[config.mk]
export PLATFORM = sky130hd
export DESIGN_NAME = execute
export DESIGN_NICKNAME = d
export VERILOG_FILES = /design/src/rtl/execute.sv
export SDC_FILE = /design/constraint.sdc
export NUM_CORES = 2
export LEC_CHECK = 0
export BUFFER_PORTS_ARGS = -buffer_cell sky130_fd_sc_hd__buf_4
export CORE_MARGIN = 3
export CORE_UTILIZATION = 55
export DETAILED_ROUTE_END_ITERATION = 10
export MAX_ROUTING_LAYER = met4
export PLACE_DENSITY_LB_ADDON = 0.15
export SKIP_LAST_GASP = 1
export SLEW_MARGIN = 10
export SYNTH_ARGS = -nofsm -noshare
export SYNTH_HDL_FRONTEND = slang
export SYNTH_SLANG_ARGS = --single-unit
[constraint.sdc]
create_clock -name clk_i -period 15.4 [get_ports clk_i]
set_input_delay 1.54 -clock clk_i [delete_from_list [all_inputs] [get_ports clk_i]]
set_output_delay 1.54 -clock clk_i [all_outputs]
set_load 0.03 [all_outputs]
[src/rtl/execute.sv]
// bexkat1 execute stage: ALU, address/branch-target generation, condition codes,
// and a one-bit-per-cycle multiply/divide unit. All memory-stage inputs are registered here.
package bexkat1Def;
  localparam logic [3:0] T_INH    = 4'h0;
  localparam logic [3:0] T_PUSH   = 4'h1;
  localparam logic [3:0] T_POP    = 4'h2;
  localparam logic [3:0] T_MD     = 4'h6;
  localparam logic [3:0] T_ALU    = 4'h9;
  localparam logic [3:0] T_LOAD   = 4'hb;
  localparam logic [3:0] T_STORE  = 4'hc;
  localparam logic [3:0] T_BRANCH = 4'hd;
endpackage

module execute (
  input  logic        clk_i,
  input  logic        rst_i,
  input  logic [63:0] ir_i,
  input  logic [31:0] pc_i,
  input  logic [31:0] reg_data1_i,
  input  logic [31:0] reg_data2_i,
  input  logic [31:0] sp_data_i,
  input  logic [1:0]  sp_write_i,
  input  logic        stall_i,
  output logic        stall_o,
  output logic [63:0] ir_o,
  output logic [31:0] pc_o,
  output logic [31:0] reg_data1_o,
  output logic [31:0] reg_data2_o,
  output logic [31:0] sp_data_o,
  output logic [1:0]  sp_write_o,
  output logic [31:0] result_o,
  output logic        pc_set_o,
  output logic [3:0]  ccr_o
);
  import bexkat1Def::*;

  typedef enum logic [1:0] {
    S_IDLE = 2'd0,
    S_BUSY = 2'd1,
    S_DONE = 2'd2
  } state_t;

  state_t      state_r, state_next_s;
  logic [4:0]  count_r;
  logic [2:0]  md_op_r;
  logic [31:0] md_a_r, md_b_r, acc_r;

  logic [63:0] ir_r;
  logic [31:0] pc_r, reg_data1_r, reg_data2_r, sp_data_r, result_r;
  logic [1:0]  sp_write_r;
  logic        pc_set_r;
  logic [3:0]  ccr_r;

  logic [3:0]  type_s, op_s;
  logic [31:0] imm_s, opa_s, opb_s;
  logic [32:0] sum_s, sub_s;
  logic [31:0] alu_res_s;
  logic        alu_c_s, alu_v_s;
  logic [31:0] result_s, md_result_s;
  logic        cond_s, taken_s;
  logic        issue_md_s, advance_s, bubble_s;
  logic [32:0] rem_shift_s;
  logic [31:0] rem_diff_s;
  logic        take_s;
  logic [31:0] md_a_next_s, md_b_next_s, acc_next_s;

  assign type_s = ir_i[31:28];
  assign op_s   = ir_i[27:24];
  assign imm_s  = ir_i[63:32];
  assign opa_s  = reg_data1_i;
  assign opb_s  = ir_i[27] ? imm_s : reg_data2_i;
  assign sum_s  = {1'b0, opa_s} + {1'b0, opb_s};
  assign sub_s  = {1'b0, opa_s} - {1'b0, opb_s};

  assign issue_md_s = (state_r == S_IDLE) && (type_s == T_MD);
  assign advance_s  = !stall_i && (((state_r == S_IDLE) && (type_s != T_MD)) || (state_r == S_DONE));
  assign bubble_s   = !stall_i && (issue_md_s || (state_r == S_BUSY));
  assign stall_o    = stall_i || (state_r == S_BUSY) || issue_md_s;

  // ALU datapath and its condition-code side effects
  always_comb begin
    alu_res_s = 32'h0;
    alu_c_s   = 1'b0;
    alu_v_s   = 1'b0;
    case (op_s[2:0])
      3'd0: begin
        alu_res_s = sum_s[31:0];
        alu_c_s   = sum_s[32];
        alu_v_s   = (opa_s[31] == opb_s[31]) && (sum_s[31] != opa_s[31]);
      end
      3'd1: begin
        alu_res_s = sub_s[31:0];
        alu_c_s   = sub_s[32];
        alu_v_s   = (opa_s[31] != opb_s[31]) && (sub_s[31] != opa_s[31]);
      end
      3'd2: alu_res_s = opa_s & opb_s;
      3'd3: alu_res_s = opa_s | opb_s;
      3'd4: alu_res_s = opa_s ^ opb_s;
      3'd5: alu_res_s = opa_s << opb_s[4:0];
      3'd6: alu_res_s = opa_s >> opb_s[4:0];
      3'd7: alu_res_s = $signed(opa_s) >>> opb_s[4:0];
      default: alu_res_s = 32'h0;
    endcase
  end

  // Branch condition, evaluated against the already-registered flags
  always_comb begin
    cond_s = 1'b0;
    case (op_s)
      4'd0: cond_s = 1'b1;
      4'd1: cond_s = ccr_r[0];
      4'd2: cond_s = !ccr_r[0];
      4'd3: cond_s = ccr_r[2] ^ ccr_r[1];
      4'd4: cond_s = ccr_r[3];
      default: cond_s = 1'b0;
    endcase
  end
  assign taken_s = (type_s == T_BRANCH) && cond_s;

  // Multiply/divide result selection from the iteration registers
  always_comb begin
    md_result_s = 32'h0;
    case (md_op_r)
      3'd0: md_result_s = acc_r;
      3'd1: md_result_s = md_a_r;
      3'd2: md_result_s = acc_r;
      default: md_result_s = 32'h0;
    endcase
  end

  // Result/address mux by instruction type
  always_comb begin
    result_s = 32'h0;
    case (type_s)
      T_ALU:           result_s = alu_res_s;
      T_LOAD, T_STORE: result_s = reg_data2_i + imm_s;
      T_PUSH, T_INH:   result_s = imm_s;
      T_POP:           result_s = reg_data1_i;
      T_BRANCH:        result_s = pc_i + imm_s;
      T_MD:            result_s = md_result_s;
      default:         result_s = 32'h0;
    endcase
  end

  // One multiply or restoring-divide step. Divide reuses md_a_r as
  // dividend-in/quotient-out and acc_r as the partial remainder; a zero
  // divisor always "fits", yielding all-ones quotient and remainder = A.
  assign rem_shift_s = {acc_r, md_a_r[31]};
  assign rem_diff_s  = rem_shift_s[31:0] - md_b_r;
  assign take_s      = rem_shift_s >= {1'b0, md_b_r};

  // Next values of the iteration registers
  always_comb begin
    md_a_next_s = md_a_r;
    md_b_next_s = md_b_r;
    acc_next_s  = acc_r;
    if (md_op_r == 3'd0) begin
      acc_next_s  = acc_r + (md_b_r[0] ? md_a_r : 32'h0);
      md_a_next_s = md_a_r << 1;
      md_b_next_s = md_b_r >> 1;
    end else begin
      acc_next_s  = take_s ? rem_diff_s : rem_shift_s[31:0];
      md_a_next_s = {md_a_r[30:0], take_s};
      md_b_next_s = md_b_r;
    end
  end

  // FSM next-state logic
  always_comb begin
    state_next_s = state_r;
    case (state_r)
      S_IDLE: begin
        if (issue_md_s && !stall_i) begin
          state_next_s = S_BUSY;
        end else begin
          state_next_s = S_IDLE;
        end
      end
      S_BUSY: begin
        if (count_r == 5'd0) begin
          state_next_s = S_DONE;
        end else begin
          state_next_s = S_BUSY;
        end
      end
      S_DONE: begin
        if (!stall_i) begin
          state_next_s = S_IDLE;
        end else begin
          state_next_s = S_DONE;
        end
      end
      default: state_next_s = S_IDLE;
    endcase
  end

  // FSM state register
  always_ff @(posedge clk_i) begin
    if (!rst_i) begin
      state_r <= S_IDLE;
    end else begin
      state_r <= state_next_s;
    end
  end

  // Multiply/divide operand latch and iteration registers
  always_ff @(posedge clk_i) begin
    if (!rst_i) begin
      count_r <= 5'd0;
      md_op_r <= 3'd0;
      md_a_r  <= 32'h0;
      md_b_r  <= 32'h0;
      acc_r   <= 32'h0;
    end else begin
      case (state_r)
        S_IDLE: begin
          if (issue_md_s && !stall_i) begin
            count_r <= 5'd31;
            md_op_r <= op_s[2:0];
            md_a_r  <= opa_s;
            md_b_r  <= opb_s;
            acc_r   <= 32'h0;
          end
        end
        S_BUSY: begin
          md_a_r <= md_a_next_s;
          md_b_r <= md_b_next_s;
          acc_r  <= acc_next_s;
          if (count_r != 5'd0) begin
            count_r <= count_r - 5'd1;
          end
        end
        default: begin
          count_r <= count_r;
        end
      endcase
    end
  end

  // Pipeline output registers: advance, insert a bubble, or hold
  always_ff @(posedge clk_i) begin
    if (!rst_i) begin
      ir_r        <= 64'h0;
      pc_r        <= 32'h0;
      reg_data1_r <= 32'h0;
      reg_data2_r <= 32'h0;
      sp_data_r   <= 32'h0;
      sp_write_r  <= 2'd0;
      result_r    <= 32'h0;
      pc_set_r    <= 1'b0;
      ccr_r       <= 4'h0;
    end else if (advance_s) begin
      ir_r        <= ir_i;
      pc_r        <= pc_i;
      reg_data1_r <= reg_data1_i;
      reg_data2_r <= reg_data2_i;
      sp_data_r   <= sp_data_i;
      sp_write_r  <= sp_write_i;
      result_r    <= result_s;
      pc_set_r    <= taken_s;
      if (type_s == T_ALU) begin
        ccr_r <= {alu_c_s, alu_res_s[31], alu_v_s, (alu_res_s == 32'h0)};
      end
    end else if (bubble_s) begin
      ir_r       <= 64'h0;
      sp_write_r <= 2'd0;
      result_r   <= 32'h0;
      pc_set_r   <= 1'b0;
    end
  end

  assign ir_o        = ir_r;
  assign pc_o        = pc_r;
  assign reg_data1_o = reg_data1_r;
  assign reg_data2_o = reg_data2_r;
  assign sp_data_o   = sp_data_r;
  assign sp_write_o  = sp_write_r;
  assign result_o    = result_r;
  assign pc_set_o    = pc_set_r;
  assign ccr_o       = ccr_r;

endmodule

Yosys cells after proc, flatten, opt, wreduce, memory -nomap -nowiden
Index checks and enable logic that the tools add are counted.

Bits in registers: 337. Word-level logic and storage cells: 125. Input bits: 197.

Muxes and demuxes: 33. Bitwise logic cells: 4. Shift-type cells: 3. $add $sub $neg: 7. Order comparisons: 1. Reductions and logical operators: 32. Equality and inequality tests: 30.

Operator list (count): $mux W32 (10); $pmux W32 S2 (4); $pmux W32 S8 (1); $pmux W32 S6 (1); $mux W64 (2); $add A32 B32 Y32 (3); $add A32 B32 Y33 (1); $ge A33 B32 Y1 (1); $sub A32 B32 Y33 (1); $and A32 B32 Y32 (1); $logic_not A32 Y1 (1); $or A32 B32 Y32 (1); $shl A32 B5 Y32 (1); $shr A32 B5 Y32 (1); $sshr A32 B5 Y32 (1); $sub A32 B32 Y32 (1); $xor A32 B32 Y32 (1); $eq A4 B4 Y1 const B (4); $eq A3 B3 Y1 const B (4); $eq A4 B2 Y1 const B (3); $mux W5 (2); $pmux W5 S2 (1); $eq A3 B2 Y1 const B (3); $eq A4 B1 Y1 const B (2); 27 further kinds (59).

Depth between registers and ports, before layout
Word-level depth: 6. Gate-level depth with buffers: 20. Gate-level depth less buffers: 17.

Worst setup path after synthesis
Ideal clock, no wire load.

Path kind: input port to flip-flop. Start point: input ir_i[27]. End point: register ccr_r[0], in the netlist ccr_o[0]. Setup slack: 8.920 ns. Data arrival time: 6.421 ns. Cell stages on the path: 19. Required time: 15.341 ns. Setup time: 0.059 ns. Cells stage by stage: buf_2 mux2i_4 clkbuf_1 clkbuf_1 clkbuf_1 ha_1 nand2b_1 a211o_1 a211oi_1 a31oi_1 o21a_1 clkbuf_1 a221o_1 a211oi_1 o211ai_1 a2111oi_0 nand4_1 nor4_1 a31o_1.

Cells in the longest elaborated chain, start to end: 4.

Ends and longest elaborated chain: start, declared (line 17) `input logic [63:0] ir_i,`; $mux W32 (*) (line 71) `assign opb_s = ir_i[27] ? imm_s : reg_data2_i;`; $sub A32 B32 Y33 (tied with other cells) (line 73) `assign sub_s = {1'b0, opa_s} - {1'b0, opb_s};`; $pmux W32 S8 (*) (line 85) `case (op_s[2:0])`; $logic_not A32 Y1 (*) (line 262) `ccr_r <= {alu_c_s, alu_res_s[31], alu_v_s, (alu_res_s == 32'h0)};`; end signal, assigned (line 262); end, declared (line 52) `logic [3:0] ccr_r;`.

Every way passes the cells marked *; elsewhere a longest branch is shown, timed or not. A chain may end at the register's enable or synchronous reset.

Final worst setup path
Same ends and word-level chain as after synthesis.

==> flow_summary.toml <==
[outcome]
status = "finished, final reports clean"

[logic_synthesis]
async_reset_ff_share_pct = 0
ys_seq_elements = 337
synth_ff_type = "dfxtp_1"
yosysTopAreaCell = "dfxtp_1"
synthCells = 3774
yosys_warnings = 0
synth_area_per_cell_sq_um = 7.75
yosysTopAreaCellShare_pct = 23.1
ys_types = 90
synth_nets = 4189
yosysSeqAreaShare_pct = 23.1
syn_area_sq_mm = 0.0292
synth_edf_count = 0
yosys-top-cells-area = "dfxtp_1 23%, ha_1 9.1%, nand2_1 7.0%, a21boi_0 4.5%, mux4_2 3.9%"

[clock_network]
cts_buffers = 39
cts_root_buf = "clkbuf_16"
cts.sinks = 337
clkTransAtPathRegs_ps = 70
htreeDepth = 2
clk_latency_ps = 600
holdBufCountCts = 0
cts_tree = "built"
cts_resized = 0
cts_buffer_depth = 3
postCtsSetupRepairBufs = 0

[timing]
finalCriticalPeriod_ps = 7310
hold_slack_ps = 463
rsz0062_at_grt = "no"
finalHoldViolations = 0
finClkSkew_ps = 17.2
slew_viol_final = 0
post-route-period-util_pct = 47.5
worstMarginPinSlew_ps = 1200
slew_headroom_pct = 17.7
setup_ws_ps = 8090
fin_tns_setup_ps = 0
fmax_ghz = 0.137
setup_viol = 0

[layout]
layout_commonest_cell = "nand2_1"
area_growth_pct = 16.8
final_cell_mix = "542 x nand2_1, 482 x buf_4, 337 x dfxtp_1"
fillers = 4403
drive_gt1_share_pct = 16.8
post-route-cell-area_sq_mm = 0.0342
finish.utilization_pct = 65.8
fin_nets = 4433

[die]
die_y_um = 237
core_sq_mm = 0.0519
initial_core_util_pct = 56.3
pin_count = 429
die_w_um = 237
rows = 83
die_area_sq_mm = 0.0560

[placement]
dp_hpwl_mm = 104
io_buffers = 428
post-place-ws_ps = 7680
gp_congestion = 1.11
place_area_sq_mm = 0.0328

[routing]
drc = 0
highest-signal-layer = "met4"
drtAntennaViolNets = 0
via_per_inst = 7.01
drtIter0Drc = 4615
dr_wl_met3_mm = 19.1
firstDrtPassIters = 7
wirelength_mm = 141
via_count = 33200
wl_met1_mm = 51.7
post_drt_wl_per_cell_um = 29.8
dr_wl_met2_mm = 59.6

[worst_hold_path]
hp-start = "reg_data1_o[9]"
min_path_type = "register to register"
worstHoldPathCells = 2
holdPathEnd = "reg_data1_o[9]"

[global_route]
grt_overflow = 0
antenna_found_initial = 11
grt_pass1_vias = 30900
grt_pass1_wl_mm = 203
grt_max_degree = 99
grt_use_total_pct = 48.9

[worst_setup_path]
crit_path_end_kind = "register"
r2r_start = "state_r[0]"
start_kind = "input port"
r2r_slack_ps = 10710
regToRegEndpoint = "ccr_o[0]"
critPathKind = "input port to register"
rr_worst_depth = 12
critPathMaxFanout = 39
cp.arrival_ps = 7850
required_ps = 15940

[power_and_ir_drop]
peakVddDrop_v = 0.0000981
p_per_area_mw_per_mm2 = 88.1
leakagePower_uw = 0.0145

[job]
drv_cap = 0
state kept, by name, summed over array words and instances (netlist names):
signal,count
ir_o,64
acc_r,32
md_a_r,32
md_b_r,32
pc_o,32
reg_data1_o,32
reg_data2_o,32
result_o,32
sp_data_o,32
count_r,5
ccr_o,4
md_op_r,3
sp_write_o,2
state_r,2
pc_set_o,1
layout make-up:
type	instances	area (sq um)	share of cell area, %
antenna	8	20.0	0.0586
clock buffer	48	1080	3.16
clock inverter	21	294	0.861
inverter	156	591	1.73
multi-input combinational	3001	20900	61.3
sequential	337	6750	19.7
tap	680	851	2.49
timing repair buffer	483	3630	10.6
cells by family (layout without fill, tap and decap cells):
logic type      after synthesis  after routing  synth area share [%]
compound gates             1271           1271                  30.4
xor+xnor                    107            107                  3.20
fa+ha+maj                   218            218                  9.46
buf+inv                     436            708                  5.71
flops                       337            337                  23.1
mux                         181            181                  9.07
other cells                   0              8                     0
simple gates               1224           1224                  19.1
metrics by stage:
stage,cells,total power [uW]
finish,4734,3010
global route,4733,3090
CTS,4726,2960
detailed placement,4657,1960
global placement,4657,1960
floorplan,3774,1600
worst max path at each step:
| stage | from | end | slack, ps | cells after the start |
|---|---|---|---|---|
| after floorplan | ir_i[27] | ccr_o[0] | 8920 | 19 |
| after global placement | ir_i[27] | ccr_o[0] | 7710 | 19 |
| after detailed placement | ir_i[27] | ccr_o[0] | 7680 | 19 |
| after CTS | ir_i[27] | ccr_o[0] | 8290 | 19 |
| after global routing | ir_i[27] | ccr_o[0] | 7700 | 19 |
| final | ir_i[27] | ccr_o[0] | 8090 | 19 |
worst max-delay path: stages:
cell and delay, ps:
buf_4 560, mux2i_4 330, buf_4 590, inv_6 330, ha_1 320, inv_1 80
fa_1 200, nand2b_1 100, a211o_1 330, a21o_1 210, a2111oi_0 990, nor2_1 140
mux2i_1 200, nor4_1 520, nand4_1 170, nor4_1 630, nand4_1 160, nor4_1 220
a31o_1 140
where the power goes:
part / leakage, uW / internal, uW / total (uW) / switching (uW)
Combinational: 0.0111 / 370 / 1070 / 697
Sequential: 0.00275 / 909 / 934 / 24.6
Clock: 0.000666 / 576 / 1010 / 434
routing by layer:
layer | up-vias | track usage (%)
met4 | 0 | 29.2
met3 | 632 | 16.0
met5 | - | -
met1 | 15800 | 59.4
li1 | 14300 | -
met2 | 2461 | 70.5
Yosys cell counts, types with 16 or more instances:
cell        n
a211oi_1   39
a21boi_0  177
a21o_1     66
a21oi_1   225
a221oi_1   21
a222oi_1   30
a22o_1     21
a22oi_1   127
a31oi_1    32
and2_1     48
and3_1     16
buf_1      30
clkbuf_1  242
dfxtp_1   337
ha_1      213
inv_1     153
mux2_2     32
mux2i_1    87
mux4_2     51
nand2_1   542
nand2b_1   25
nand3_1    61
nand4_1    21
nor2_1    258
nor2b_1   121
nor3_1     52
nor4_1     20
o211ai_1   75
o21a_1     33
o21ai_0   178
o21bai_1   21
o221ai_1   61
o22ai_1    24
o31ai_1    18
xnor2_1    70
xor2_1     37
Note: power is estimated with default switching activity, not from simulation.
